===== src/rtl/serial_sub_pkg.sv =====
// Shared definitions for the bit-serial subtractor: FSM state encoding and bit-counter sizing.
package serial_sub_pkg;

  typedef enum logic [1:0] {
    IDLE  = 2'd0,
    SHIFT = 2'd1,
    DONE  = 2'd2
  } state_t;

  // Bits needed to count 0..width-1, never less than one.
  function automatic int cnt_width(input int width);
    return (width <= 2) ? 1 : $clog2(width);
  endfunction

endpackage


===== src/rtl/full_subtractor.sv =====
// One-bit full-subtractor cell: d = a - b - bin with borrow-out, the subtract twin of the full adder.
module full_subtractor (
  input  logic a,
  input  logic b,
  input  logic bin,
  output logic d,
  output logic bout
);

  assign d    = a ^ b ^ bin;
  assign bout = (~a & b) | (~(a ^ b) & bin);

endmodule


===== src/rtl/serial_subtractor.sv =====
// Bit-serial LSB-first subtractor (diff = a - b - bin) over WIDTH cycles with valid/ready on both sides.
// Define SERIAL_SUB_OVF_EN to add the registered signed-overflow output ovf.
module serial_subtractor
  import serial_sub_pkg::*;
#(
  parameter int WIDTH = 8
) (
  input  logic             clk,
  input  logic             rst_n,
  input  logic             in_valid,
  output logic             in_ready,
  input  logic [WIDTH-1:0] a,
  input  logic [WIDTH-1:0] b,
  input  logic             bin,
  output logic             out_valid,
  input  logic             out_ready,
  output logic [WIDTH-1:0] diff,
`ifdef SERIAL_SUB_OVF_EN
  output logic             ovf,
`endif
  output logic             bout
);

  localparam int            CW   = cnt_width(WIDTH);
  localparam logic [CW-1:0] LAST = CW'(WIDTH - 1);

  state_t           state, state_nxt;
  logic [WIDTH-1:0] a_sh, b_sh, res_sh, diff_q;
  logic [CW-1:0]    cnt;
  logic             br, bout_q;
  logic             cell_d, cell_bo;
  logic [WIDTH-1:0] res_nxt;

  full_subtractor u_cell (
    .a    (a_sh[0]),
    .b    (b_sh[0]),
    .bin  (br),
    .d    (cell_d),
    .bout (cell_bo)
  );

  assign res_nxt = {cell_d, res_sh[WIDTH-1:1]};

  always_ff @(posedge clk or negedge rst_n) begin
    if (!rst_n) state <= IDLE;
    else        state <= state_nxt;
  end

  always_comb begin
    state_nxt = state;
    in_ready  = 1'b0;
    out_valid = 1'b0;
    unique case (state)
      IDLE: begin
        in_ready = 1'b1;
        if (in_valid) state_nxt = SHIFT;
      end
      SHIFT: begin
        if (cnt == LAST) state_nxt = DONE;
      end
      DONE: begin
        out_valid = 1'b1;
        if (out_ready) state_nxt = IDLE;
      end
      default: state_nxt = IDLE;
    endcase
  end

  // The result is copied to diff_q only on the last bit, so the output never shows a half-built word.
  always_ff @(posedge clk or negedge rst_n) begin
    if (!rst_n) begin
      a_sh   <= '0;
      b_sh   <= '0;
      res_sh <= '0;
      diff_q <= '0;
      cnt    <= '0;
      br     <= 1'b0;
      bout_q <= 1'b0;
`ifdef SERIAL_SUB_OVF_EN
      ovf    <= 1'b0;
`endif
    end else begin
      if (state == IDLE && in_valid) begin
        a_sh <= a;
        b_sh <= b;
        br   <= bin;
        cnt  <= '0;
      end else if (state == SHIFT) begin
        a_sh   <= a_sh >> 1;
        b_sh   <= b_sh >> 1;
        res_sh <= res_nxt;
        br     <= cell_bo;
        cnt    <= cnt + 1'b1;
        if (cnt == LAST) begin
          diff_q <= res_nxt;
          bout_q <= cell_bo;
`ifdef SERIAL_SUB_OVF_EN
          ovf    <= (a_sh[0] != b_sh[0]) && (cell_d != a_sh[0]);
`endif
        end
      end
    end
  end

  assign diff = diff_q;
  assign bout = bout_q;

endmodule


===== config.mk =====
export PLATFORM = sky130hd
export DESIGN_NAME = serial_subtractor
export DESIGN_NICKNAME = d
export VERILOG_FILES = /design/src/rtl/serial_sub_pkg.sv /design/src/rtl/full_subtractor.sv /design/src/rtl/serial_subtractor.sv
export SDC_FILE = /design/constraint.sdc
export NUM_CORES = 1
export LEC_CHECK = 0
export CORE_MARGIN = 4
export CORE_UTILIZATION = 49
export CTS_BUF_LIST = sky130_fd_sc_hd__clkbuf_16
export DETAILED_ROUTE_END_ITERATION = 6
export GPL_TIMING_DRIVEN = 0
export PLACE_DENSITY_LB_ADDON = 0.08
export SYNTH_ARGS = -nofsm -noshare
export SYNTH_HDL_FRONTEND = slang
export SYNTH_SLANG_ARGS = --single-unit

===== constraint.sdc =====
create_clock -name clk -period 3.15 [get_ports clk]
set_clock_uncertainty 0.05 [all_clocks]
set_input_delay 0.7875 -clock clk [delete_from_list [all_inputs] [get_ports clk]]
set_output_delay 0.7875 -clock clk [all_outputs]
set_load 0.005 [all_outputs]

; ---- Word level (Yosys, flattened, before mapping)
; Index checks and enable logic that the tools add are counted.
[classes]
mux = 14
n_bitwise = 8
addsub = 1
n_reduce_logical = 6
n_eq_ne = 6
[ops]
columns = cell, n
row1 = 8-bit 2-to-1 mux, 4
row2 = 2-bit 2-to-1 mux, 3
row3 = 3-bit 2-to-1 mux, 2
row4 = 2-bit case mux with 3 select lines, 1
row5 = 3-bit AND reduction, 2
row6 = 1-bit 2-to-1 mux, 4
row7 = 2-bit inequality test (second input constant), 2
row8 = 3-bit by 1-bit adder with 3-bit output (second input constant), 1
row9 = 3-bit equality test (second input constant), 1
row10 = 1-bit NOT, 3
row11 = 1-bit bitwise AND, 2
row12 = 2-bit by 1-bit equality test with 1-bit output (second input constant), 1
row13 = 2-bit equality test (second input constant), 1
row14 = 2-bit logical NOT, 1
row15 = 2-bit by 1-bit inequality test with 1-bit output (second input constant), 1
row16 = 2-bit AND reduction, 1
row17 = 2-bit nonzero test, 1
row18 = 1-bit XOR, 2
row19 = 1-bit logical AND, 1
row20 = 1-bit bitwise OR, 1
[totals]
out_inout_bits = 11
regBits = 39
inputBits = 21

; ---- Longest topological paths before layout
[logic_depth]
word_depth = 6
ltp_mapped = 6
mapped_depth_nobuf = 5

; ---- Hierarchy
; Synthesis repeated with hierarchy kept, for this count alone.
[unflattened]
hier_cells = 136
area_unflattened_um2 = 1694.1
[by_module_without_submodules]
columns = mod, seq_area_each_um2, cells_each, area_per_inst_um2, n_inst
row1 = serial_subtractor, 950.9, 132, 1662.8, 1
row2 = full_subtractor, 0.0, 4, 31.3, 1

; ---- Worst setup path after synthesis
; No wires, ideal clock.
[synth_path]
kind = flip-flop to output port
from = register state[1]
to = output out_valid
arrival_time_ns = 0.959
path_slack_ns = 1.354
path_stages_with_launch = 5
t_required_ns = 2.312
path_cell_list = dfrtp_1 > buf_4 > inv_1 > buf_2 > nor2_1
[synth_between]
elab_chain_cells = 2
[synth_rtl]
columns = element, line
row1 = start: declaration, serial_subtractor.sv:27  ; state_t state, state_nxt;
row2 = start signal: assignment, serial_subtractor.sv:46  ; else state <= state_nxt;
row3 = 2-bit equality test, serial_subtractor.sv:53  ; unique case (state)
row4 = 1-bit 2-to-1 mux, serial_subtractor.sv:53
row5 = end: declaration, serial_subtractor.sv:15  ; output logic out_valid,
; No other way between the ends.

; ---- Worst setup path after layout
; Ends and elaborated chain as after synthesis.

==> results <==
- The flow ran to the end, and the final reports show no timing, DRC or antenna violations.
- The clock buffer count from CTS is 5.
- By area, the combinational part of the netlist is dominated by compound AO/OA/AOI/OAI gates.
- Routability-driven placement finished with a final weighted congestion of between 0.7 and 0.8.
- Clock-pin slew was measured on the worst setup and hold paths at 0.06 ns.
- The startpoint kind of the worst setup timing path is a register.
- Counting distinct cell types in the post-synthesis netlist gives 30.
- The H-tree depth reported by CTS is 2.
- The largest vdd supply drop is 0.000437 V.
- In the layout the commonest cells are dfrtp_1, clkdlybuf4s50_1, nand2_1.
- For this run the aggregate overflow at the end of global routing stands at 0.
- The total number of placement rows is 21.
- The mapped netlist covers 1830 µm².
- The routed design has roughly 3500 µm of wire.
- At the worst endpoint, the required time is 2.31 ns.
- Of the total synthesized cell area, the portion taken by XOR and XNOR cells is 0%.
- The slowest stage of the critical path is the clkdlybuf4s50_1 cell.
- The average wire length per cell after detail routing is 15.4 µm.
- Derived from the worst setup path, the maximum achievable clock frequency is 0.370 GHz.
- Setup violations remaining at the end of the flow were counted as 0.
- The count of buffers from port buffering is 31.
- The clock latency at the later pin of the worst-skew pair is between 0.2 and 0.3 ns.
- For this configuration, the core starts out at a cell density of 52.7%.
- The routed layout has 1232 vias.
- The count of final hold-check violations is 0.
- Pin placement for this block handled 32 I/O pins.
- The headroom to the max-slew limit is a little over two fifths.
- The number of clock sinks seen by CTS is 38.
- The first global-routing pass estimated around 6200 µm of wire.
- The vertical die dimension is between 60 and 70 µm.
- The multiplexer area fraction after synthesis is 6.37%.
- The cell count after placement is 220.
- The buffer count from post-CTS setup fixing is 0.
- In the final layout, the share of cells above drive strength 1 is ~28%.
- Setup repair after global routing left no endpoint under its margin.
- After synthesis, the largest area contributor takes up 52.0% of total cell area.
- The simple-gate share of the synthesized area is 10.8%.
- After layout, the minimum clock period comes to ~2.7 ns.
- The number of gates resized after CTS was 0.
- The horizontal die dimension is 69.1 µm.
- The detail route stage leaves a number of antenna-violating nets equal to 0.
- The area growth from synthesis to layout is 27.6%.
- The slew at the pin closest to its max-slew limit is ~0.85 ns.
- The routed length on met2 is 1770 µm.
- The detailed-route vias per instance is 5.40.
- The cell leakage power is 1.04 nW.
- 0 antenna diodes ended up in the layout.
- TritonCTS built the clock tree.
- The die covers 4770 µm².
- Walking the worst path, the cells encountered are buf_4 > inv_1 > buf_2 > nor2_1 > clkdlybuf4s50_1.
- The fraction of the mapped netlist area in adder cells is 2.46%.
- The global router's overall resource usage is 16.2%.
- The clock tree buffer depth is 2.
- The number of maximum-capacitance violations is 0.
- The instance count of the mapped netlist is 143.
- Of all nets on the critical path, the largest fanout is 10.
- The register bit count reported by yosys is 38.
- The worst min-delay path class is register to register.
- Entering global routing, the biggest net connects 39 pins.
- The detailed router finished its first iteration with 80 violations.
- The worst setup path is captured at an output port.
- The synthesized-area fraction occupied by ao, oa, aoi and oai cells is 22.7%.
- The estimated wirelength of the detail-placed design is 2510 µm.
- The number of global-route vias before repair is 1309.
- CTS placed an instance of clkbuf_16 at the clock tree root.
- The max-slew violation count is 0.
- The share of the yosys chip area belonging to registers is roughly 52%.
- The critical path arrival is between 1.5 and 2 ns.
- In the finished design, the share of the clock period the worst path needs comes to 85.9%.
- After synthesis, the mean cell area works out to 12.8 µm².
- The core region is 3470 µm².
- The number of filler cells placed in the layout is 297.
- The highest metal layer carrying signal wires in the routed design is met4.
- The met3 wirelength from detailed routing is ~150 µm.
- In the final design database the tool counted between 200 and 250 nets.
- The detailed router put a total of 1570 µm of wire on met1.
- The startpoint-to-endpoint class of the critical path is register to output port.
- The library cell occupying the most area in the post-synthesis netlist is dfrtp_1.
- The total of hold buffers inserted after clock tree synthesis is 0.
- The sum of negative setup slack is 0 ns.
- The initial antenna violation count is 0.
- After synthesis, the cell types taking the most area are dfrtp_1, a2bb2oi_2, o22ai_2, mux2_4, nand2_1.
- In the routed design, unresolved DRC markers number 0.
- The final non-filler cell total is 228.
- The most common cell after layout, fill and taps aside is dfrtp_1.
- On the worst path, the slowest cell contributes a delay of about 0.45 ns.
- The net count after synthesis is 167.
- For this run, the number of Yosys warnings is 0.
- Before antenna repair, the detailed router went through 4 iterations.
- Power spread over the standard cell area amounts to between 1000 and 1500 nW/µm².
[per-stage QoR]
step	setup WS (ns)	total power [W]	hold WS, ns	instance area [µm²]	utilization, %
floorplan	1.35	0.00160	0.392	1830	-
detailed placement	0.743	0.00192	0.423	2190	63.2
global placement	0.361	0.00187	0.408	2200	63.3
global route	0.362	0.00254	0.464	2330	67.2
finish	0.445	0.00237	0.430	2330	67.2
CTS	0.436	0.00240	0.436	2330	67.2
[worst max-delay path, delay by kind of cell (launching register included)]
kind          cells  cell delay [ns]
flops             1             0.38
simple gates      1             0.09
buf+inv           4             1.11
[cell usage after synthesis]
cell,n
buf_2,2
nand2_1,23
buf_6,4
fa_1,1
inv_2,1
o21ai_0,3
o31ai_1,2
nor2_2,2
a221oi_2,1
nand2b_1,2
or2_1,1
o221a_2,1
o32ai_1,5
a21oi_1,2
inv_1,6
buf_4,3
mux2_2,1
mux2_4,7
dfrtp_1,38
o22ai_2,9
a2bb2oi_2,9
nand2b_4,2
nand3b_1,1
ha_1,2
o21bai_1,1
nor2b_1,1
nand3b_4,1
o22ai_1,5
nor2_1,5
a22o_1,2
[flip-flops by register name, summed over array words and instances, names as in the netlist]
register / flops
b_sh: 8
diff: 8
res_sh: 7
a_sh: 8
br: 1
cnt: 3
state: 2
bout: 1
[metal layers]
layer  vias up  global-route usage (%)
met4         0                    5.86
met3         2                    5.67
met2        29                    26.1
li1        586                       -
met5         -                       0
met1       615                    20.2
[logic make-up after synthesis]
kind of cell,after synthesis
AOI/OAI and AO/OA,40
adders and majority gates,3
buffers and inverters,16
DFF,38
muxes,8
and+or+nand+nor,38
[worst paths after layout]
path	from	slack, ns	depth (start not counted)	end
worst max-delay path	state[1]	0.44	5	out_valid
worst min-delay path	bout	0.43	2	bout
worst max register to register	cnt[0]	1.58	5	diff[5]
worst min register to register	bout	0.43	2	bout
max in group asynchronous	rst_n	1.94	1	b_sh[2]
min in group asynchronous	rst_n	0.57	1	a_sh[5]
[power by group]
| group | internal, W | total (W) | switching (W) |
|---|---|---|---|
| Clock | 0.000288 | 0.000475 | 0.000187 |
| Sequential | 0.000718 | 0.000876 | 0.000157 |
| Combinational | 0.000593 | 0.00102 | 0.000430 |
| Total | 0.00160 | 0.00237 | 0.000774 |
[layout make-up]
cell class	count	area, µm²	area share (%)
Timing Repair Buffer	31	305	13.1
Tap cell	46	57.6	2.47
Multi-Input combinational cell	89	773	33.2
Sequential cell	38	951	40.8
Clock buffer	5	125	5.36
Inverter	7	26.3	1.13
Clock inverter	3	16.3	0.697
Buffer	9	77.6	3.33
Note: power is estimated with default switching activity, not from simulation.
